### src/rtl/cpu_types_pkg.sv
// Shared CPU types plus the data-cache controller state encoding and defaults.
// The block address helper is shared by the controller and anything decoding fills.
package cpu_types_pkg;

    typedef logic [31:0] word_t;

    typedef enum logic [3:0] {
        IDLE,
        WB0,
        WB1,
        FETCH0,
        FETCH1,
        FLUSH,
        FWB0,
        FWB1,
        CNT,
        DONE
    } dctrl_state_t;

    localparam word_t HITCNT_ADDR_DEF = 32'h0000_3100;

    // Word address inside a two-word block: bit 2 selects the word.
    function automatic word_t block_word_addr(input word_t base, input logic word);
        return {base[31:3], word, 2'b00};
    endfunction

endpackage

### src/rtl/hit_counter.sv
// Wrap-around hit counter for the data cache.
// The cycle right after a fill is ignored so a refilled request counts only as a miss.
module hit_counter
    import cpu_types_pkg::*;
(
    input  logic  CLK,
    input  logic  RST,
    input  logic  i_hit_event,
    input  logic  i_fill_done,
    output word_t o_count
);

    word_t r_count;
    logic  r_suppress;

    always_ff @(posedge CLK) begin
        if (RST) begin
            r_count    <= '0;
            r_suppress <= 1'b0;
        end else begin
            // fill_done is a single-cycle pulse, so the flag covers exactly one cycle.
            r_suppress <= i_fill_done;
            if (i_hit_event && !r_suppress) begin
                r_count <= r_count + 32'd1;
            end
        end
    end

    assign o_count = r_count;

endmodule

### src/rtl/dcache_ctrl.sv
// Data-cache miss, writeback and flush sequencer between the data store and the memory arbiter.
// Memory request outputs are decoded from state; completion pulses also qualify on dwait.
module dcache_ctrl
    import cpu_types_pkg::*;
#(
    parameter int    NFRAMES     = 16,
    parameter word_t HITCNT_ADDR = HITCNT_ADDR_DEF,
    localparam int   IDXW        = $clog2(NFRAMES)
) (
    input  logic            CLK,
    input  logic            RST,
    input  logic            dmemREN,
    input  logic            dmemWEN,
    input  logic            halt,
    input  logic            hit,
    input  logic            victim_dirty,
    input  word_t           victim_addr,
    input  word_t           victim_data,
    input  logic            flush_dirty,
    input  word_t           flush_addr,
    input  word_t           flush_data,
    input  word_t           dmemaddr,
    output logic            word_sel,
    output logic            fill_wen,
    output logic            fill_done,
    output logic            clean,
    output logic [IDXW-1:0] flush_idx,
    output logic            dREN,
    output logic            dWEN,
    output word_t           daddr,
    output word_t           dstore,
    input  logic            dwait,
    input  word_t           dload,
    output logic            flushed,
    output dctrl_state_t    dbg_state
);

    localparam logic [IDXW-1:0] LAST_IDX = IDXW'(NFRAMES - 1);

    dctrl_state_t    r_state;
    logic [IDXW-1:0] r_flush_idx;

    logic  w_req;
    logic  w_done;
    logic  w_hit_event;
    word_t w_hit_count;
    logic  w_dren;
    logic  w_dwen;
    word_t w_daddr;
    word_t w_dstore;
    logic  w_word_sel;
    logic  w_unused;

    assign w_req       = dmemREN | dmemWEN;
    assign w_done      = !dwait;
    assign w_hit_event = (r_state == IDLE) && w_req && hit;
    // Fill data arrives through the access logic, not here; low address bits are word-internal.
    assign w_unused    = &{1'b0, dload, dmemaddr[1:0]};

    always_ff @(posedge CLK) begin
        if (RST) begin
            r_state     <= IDLE;
            r_flush_idx <= '0;
        end else begin
            case (r_state)
                IDLE: begin
                    // A pending miss takes priority over halt.
                    if (w_req && !hit) begin
                        r_state <= victim_dirty ? WB0 : FETCH0;
                    end else if (halt) begin
                        r_state     <= FLUSH;
                        r_flush_idx <= '0;
                    end
                end
                WB0: if (w_done) r_state <= WB1;
                WB1: if (w_done) r_state <= FETCH0;
                FETCH0: if (w_done) r_state <= FETCH1;
                FETCH1: if (w_done) r_state <= IDLE;
                FLUSH: begin
                    if (flush_dirty) begin
                        r_state <= FWB0;
                    end else if (r_flush_idx == LAST_IDX) begin
                        r_state <= CNT;
                    end else begin
                        r_flush_idx <= r_flush_idx + 1'b1;
                    end
                end
                FWB0: if (w_done) r_state <= FWB1;
                FWB1: begin
                    if (w_done) begin
                        if (r_flush_idx == LAST_IDX) begin
                            r_state <= CNT;
                        end else begin
                            r_flush_idx <= r_flush_idx + 1'b1;
                            r_state     <= FLUSH;
                        end
                    end
                end
                CNT: if (w_done) r_state <= DONE;
                DONE: r_state <= DONE;
                default: r_state <= IDLE;
            endcase
        end
    end

    always_comb begin
        w_dren     = 1'b0;
        w_dwen     = 1'b0;
        w_daddr    = '0;
        w_dstore   = '0;
        w_word_sel = 1'b0;
        case (r_state)
            WB0: begin
                w_dwen   = 1'b1;
                w_daddr  = victim_addr;
                w_dstore = victim_data;
            end
            WB1: begin
                w_dwen     = 1'b1;
                w_daddr    = victim_addr + 32'd4;
                w_dstore   = victim_data;
                w_word_sel = 1'b1;
            end
            FETCH0: begin
                w_dren  = 1'b1;
                w_daddr = block_word_addr(dmemaddr, 1'b0);
            end
            FETCH1: begin
                w_dren     = 1'b1;
                w_daddr    = block_word_addr(dmemaddr, 1'b1);
                w_word_sel = 1'b1;
            end
            FWB0: begin
                w_dwen   = 1'b1;
                w_daddr  = flush_addr;
                w_dstore = flush_data;
            end
            FWB1: begin
                w_dwen     = 1'b1;
                w_daddr    = flush_addr + 32'd4;
                w_dstore   = flush_data;
                w_word_sel = 1'b1;
            end
            CNT: begin
                w_dwen   = 1'b1;
                w_daddr  = HITCNT_ADDR;
                w_dstore = w_hit_count;
            end
            default: begin
            end
        endcase
    end

    hit_counter u_hit_counter (
        .CLK         (CLK),
        .RST         (RST),
        .i_hit_event (w_hit_event),
        .i_fill_done (fill_done),
        .o_count     (w_hit_count)
    );

    assign dREN      = w_dren;
    assign dWEN      = w_dwen;
    assign daddr     = w_daddr;
    assign dstore    = w_dstore;
    assign word_sel  = w_word_sel;
    assign fill_wen  = ((r_state == FETCH0) || (r_state == FETCH1)) && w_done;
    assign fill_done = (r_state == FETCH1) && w_done;
    assign clean     = ((r_state == WB1) || (r_state == FWB1)) && w_done;
    assign flush_idx = r_flush_idx;
    assign flushed   = (r_state == DONE);
    assign dbg_state = r_state;

endmodule

### config.mk
export PLATFORM = sky130hd
export DESIGN_NAME = dcache_ctrl
export DESIGN_NICKNAME = d
export VERILOG_FILES = /design/src/rtl/cpu_types_pkg.sv /design/src/rtl/hit_counter.sv /design/src/rtl/dcache_ctrl.sv
export SDC_FILE = /design/constraint.sdc
export NUM_CORES = 1
export LEC_CHECK = 0
export ABC_AREA = 1
export CAP_MARGIN = 20
export CORE_AREA = 2 2 110 112
export CTS_CLUSTER_SIZE = 8
export DETAILED_ROUTE_END_ITERATION = 8
export DIE_AREA = 0 0 112 114
export DONT_BUFFER_PORTS = 1
export GPL_TIMING_DRIVEN = 1
export MAX_ROUTING_LAYER = met4
export PLACE_DENSITY = 0.58
export SLEW_MARGIN = 20
export SYNTH_ARGS = -nofsm -noshare
export SYNTH_HDL_FRONTEND = slang
export SYNTH_SLANG_ARGS = --single-unit
### constraint.sdc
create_clock -name CLK -period 4.2 [get_ports CLK]
set_clock_uncertainty 0.05 [all_clocks]
set_input_delay 0.21 -clock CLK [delete_from_list [all_inputs] [get_ports CLK]]
set_output_delay 0.21 -clock CLK [all_outputs]
set_load 0.03 [all_outputs]
# Yosys cells after proc, flatten, opt, wreduce, memory -nomap -nowiden

Cells that the tools add are included.

$add $sub $neg: 4
Equality and inequality tests: 22
Multiplexer cells: 25
Bitwise logic cells: 1
Reduce and logical (&&, ||, !) cells: 21

Operators by type and width:

| operator                | number |
|---|---|
| $pmux W32 S7            | 1 |
| $pmux W32 S3            | 1 |
| $mux W4                 | 17 |
| $add A32 B3 Y32 const B | 2 |
| $pmux W4 S10            | 1 |
| $add A32 B1 Y32 const B | 1 |
| $ne A2 B2 Y1 const B    | 10 |
| $eq A4 B3 Y1 const B    | 4 |
| $eq A4 B4 Y1 const B    | 3 |
| $pmux W4 S3             | 1 |
| $reduce_and A9 Y1       | 1 |
| $eq A4 B2 Y1 const B    | 2 |
| $logic_and A1 B1 Y1     | 7 |
| $reduce_or A2 Y1        | 3 |
| $reduce_and A5 Y1       | 1 |
| $reduce_or A5 Y1        | 1 |
| $add A4 B1 Y4 const B   | 1 |
| $eq A4 B1 Y1 const B    | 1 |
| $logic_not A4 Y1        | 1 |
| $logic_not A1 Y1        | 3 |
| $mux W1                 | 3 |
| $ne A3 B2 Y1 const B    | 1 |
| $ne A3 B3 Y1 const B    | 1 |
| $reduce_bool A3 Y1      | 1 |
| 4 further kinds         | 5 |

Bits in registers: 41
Input port bits: 201
Output and inout bits: 79
Word-level logic and storage cells: 77

# Logic depth before layout (Yosys ltp)

Depth in word-level cells: 4
Mapped depth: 16
Gate-level depth less buffers: 15

# Cells and area by module

A second synthesis with hierarchy kept.

Cell total of the unflattened synthesis: 979
Area total of the unflattened synthesis: 5262.5 sq um

By module, submodules not included:

| module      | instances | cells an instance | area each (sq um) | sequential area each (sq um) |
|---|---|---|---|---|
| dcache_ctrl | 1         | 707               | 3437.0            | 160.2 |
| hit_counter | 1         | 272               | 1825.5            | 660.6 |

# Least setup slack after synthesis

No wires, ideal clock.

Path type: register to output
From: register r_state[2], in the netlist dbg_state[2]
To: output daddr[8]
Arrival time: 2.420 ns
Path slack: 1.520 ns
Stages on the path, launching flop included: 14
Buffers on the path: 1
Cell sequence: dfxtp_1 -> nand2_1 -> nor2_4 -> buf_4 -> nand2_1 -> o21ai_1 -> inv_1 -> ha_1 -> nand2_1 -> nor2_4 -> inv_2 -> nor2_2 -> xnor2_1 -> o21ai_1

Cells in the longest elaborated chain, start to end: 2

RTL lines:

| element                                    | RTL line           | text |
|---|---|---|
| from (decl)                                | dcache_ctrl.sv:40  | `dctrl_state_t r_state;` |
| from (signal assigned)                     | dcache_ctrl.sv:69  | `r_state <= victim_dirty ? WB0 : FETCH0;` |
| $eq A4 B4 Y1, or another cell as far along | dcache_ctrl.sv:112 | `case (r_state)` |
| $pmux W32 S7 (*)                           | dcache_ctrl.sv:112 |  |
| to (decl)                                  | dcache_ctrl.sv:30  | `output word_t daddr,` |

Mark *: on every way between the ends. The rest lies on a longest branch, timed or not.

# Worst setup path after layout

From: register r_state[0], in the netlist dbg_state[0]
To: output daddr[6]

The elaborated chain is that of the path after synthesis.

==> metrics.cfg <==
[outcome]
status=complete, no violations

[sta]
setup_tns_ns=0
slew_viol_final=0
holdWs_ns=0.0304
slew_headroom_pct=25.8
fmax_mhz=279
period_share_pct=85.2
final_hold_viol_count=0
rsz0062_at_grt=false
setup_viol_count_final=0
setup_ws_ns=0.622
tightest_slew_ns=1.11
min_period_ns=3.58

[drt]
vias=5944
drt_iter0_markers=342
wl_per_cell_um=16.5
firstDrtPassIters=5
totalWireLength_um=17600
via_per_inst=5.57
drc=0
antenna_left=0

[critical_path]
r2r_setup_slack_ns=1.57
critPathRequiredTime_ns=3.94
crit_arrival_ns=3.32
cp-end-kind=primary output
path_class=reg -> out
start_kind=flop
path_max_fanout=27

[global_route]
grt_pass1_vias=5343
antenna_found_initial=0
grt_max_degree=34
grt-ovfl-total=0
grt_use_total_pct=26.9
grt_pass1_wl_um=27100

[synth]
ys_seq_area_share_pct=16.4
synth.net_count=1136
async_flop_share_pct=0
synthDistinctLibCells=41
synth_edf_count=0
syn_area_um2=5010
synth_ff_type=dfxtp_1
netlist_instances=932
synth_area_per_cell_um2=5.37
ys_seq_elements=41
yosys_warnings=0

[cts]
ctsHtreeMaxLevel=2
worstSkewPairLatency_ns=0.28
cts_buffer_depth=2
clock-sinks=41
cts_root_buf=clkbuf_16
cts_buffers=5
cts_tree=yes
clkSlewWorstSetupHoldPaths_ns=0.06

[floorplan]
die_area_um2=12800
core_um2=11700
io_pins=280
dieWidth_um=112
die_y_um=114
initial_utilization_pct=42.7
std_cell_rows=40

[placed_design]
io_buffers=0
pre_cts_slack_ns=0.940
dp_hpwl_um=14000
place_congestion=0.924
dpl_cell_area_um2=5110

[power]
p_leak_nw=2.14
ir_worst_vdd_uv=241
power_density_nw_per_um2=479

[final_layout]
syn_to_final_growth_pct=5.30
final_util_pct=45.0
stdcell_area_um2=5270
antenna_cells=0
drive_gt1_share_pct=6.74
nets=1124

[min_path]
holdCritPathClass=in -> reg

[job]
maxCapViolCount=0

[what timing repair did]
action,4_1_cts,5_1_grt
resized for setup,0,0
hold endpoints to repair,25,0
setup buffers,0,0
hold buffers,2,0
[power by group]
part           leakage [nW]  switching (W)  internal, W  total [W]
clock network        0.0700       0.000141     0.000233   0.000374
logic                  1.74        0.00131     0.000342    0.00166
registers             0.332      0.0000795     0.000415   0.000495
total                  2.14        0.00153     0.000990    0.00252
[final timing paths]
check,start,to,depth (start not counted)
max,dbg_state[0],daddr[6],7
min,RST,u_hit_counter.o_count[18],2
max reg2reg,dbg_state[0],u_hit_counter.o_count[18],10
min reg2reg,u_hit_counter.o_count[31],u_hit_counter.o_count[31],2
[critical path: stages (launching register included)]
cell      delay [ns]
dfxtp_1         0.67
nand2_2         0.20
nor2_4          0.18
buf_4           0.31
nor2_2          0.17
inv_1           0.63
o21ai_0         0.25
o211ai_1        0.61
[cells in the final DEF, fill, tap and decap left out, types with 3 or more instances in the layout]
cell       instances
inv_1             90
nand2_2           16
nand3_1           57
dfxtp_1           41
ha_1               3
a21oi_1           42
xor2_1            21
inv_2              6
o211ai_1          24
clkbuf_16          5
nor2_1           105
nand4_1           13
o21ai_0           20
a221oi_1           8
nand2_1          348
nor2_2            17
a22oi_1           15
a22o_1            12
nor2_4             4
o21ai_1            4
buf_4              9
nor3_1            32
[registers in the layout, summed over array words and instances, names as in the netlist]
| signal | count |
|---|---|
| flush_idx | 4 |
| u_hit_counter.r_suppress | 1 |
| dbg_state | 4 |
| u_hit_counter.o_count | 32 |
[cells by family (layout without fill, tap and decap cells)]
family | count (synthesis) | after routing | synth area share (%)
adder cells (fa/ha/maj) | 3 | 3 | 0.750
flip-flops | 41 | 41 | 16.4
buffers and inverters | 128 | 116 | 10.4
XOR/XNOR | 23 | 23 | 4.02
AO/OA/AOI/OAI | 136 | 136 | 17.8
AND/OR/NAND/NOR | 601 | 601 | 50.6
[cell type report]
cell class,count,area [µm²]
tap,147,184
clock buffer,7,143
multi-input combinational,763,3670
inverter,98,368
sequential,41,821
fill,1342,6440
timing repair buffer,11,87.6
[metal layers]
metal / wire [µm] / global-route usage, % / vias up
met5: 0 / - / -
met4: 776 / 12.7 / 0
met3: 996 / 2.82 / 48
met2: 8540 / 47.2 / 241
met1: 7250 / 31.1 / 2648
li1: - / - / 3007
[synthesized netlist by cell type (all sizes together) (12+ instances only)]
master  number  area share [%]
nand2      364              28
nor2       126              11
inv         96             7.2
nand3       57             5.7
a21oi       42             4.2
dfxtp       41              16
nor3        33             3.4
o21ai       26             2.7
o211ai      24             3.6
xor2        21             3.7
clkbuf      18             1.3
a22oi       15             2.2
nand4       13             1.6
a22o        12             2.1
buf         12             1.7
[through the flow]
step           power [W]  instances
2_1_floorplan    0.00188        932
3_3_place_gp     0.00215       1058
3_5_place_dp     0.00215       1058
4_1_cts          0.00253       1067
5_1_grt          0.00267       1067
6_report         0.00252       1067
Note: power is estimated with default switching activity, not from simulation.
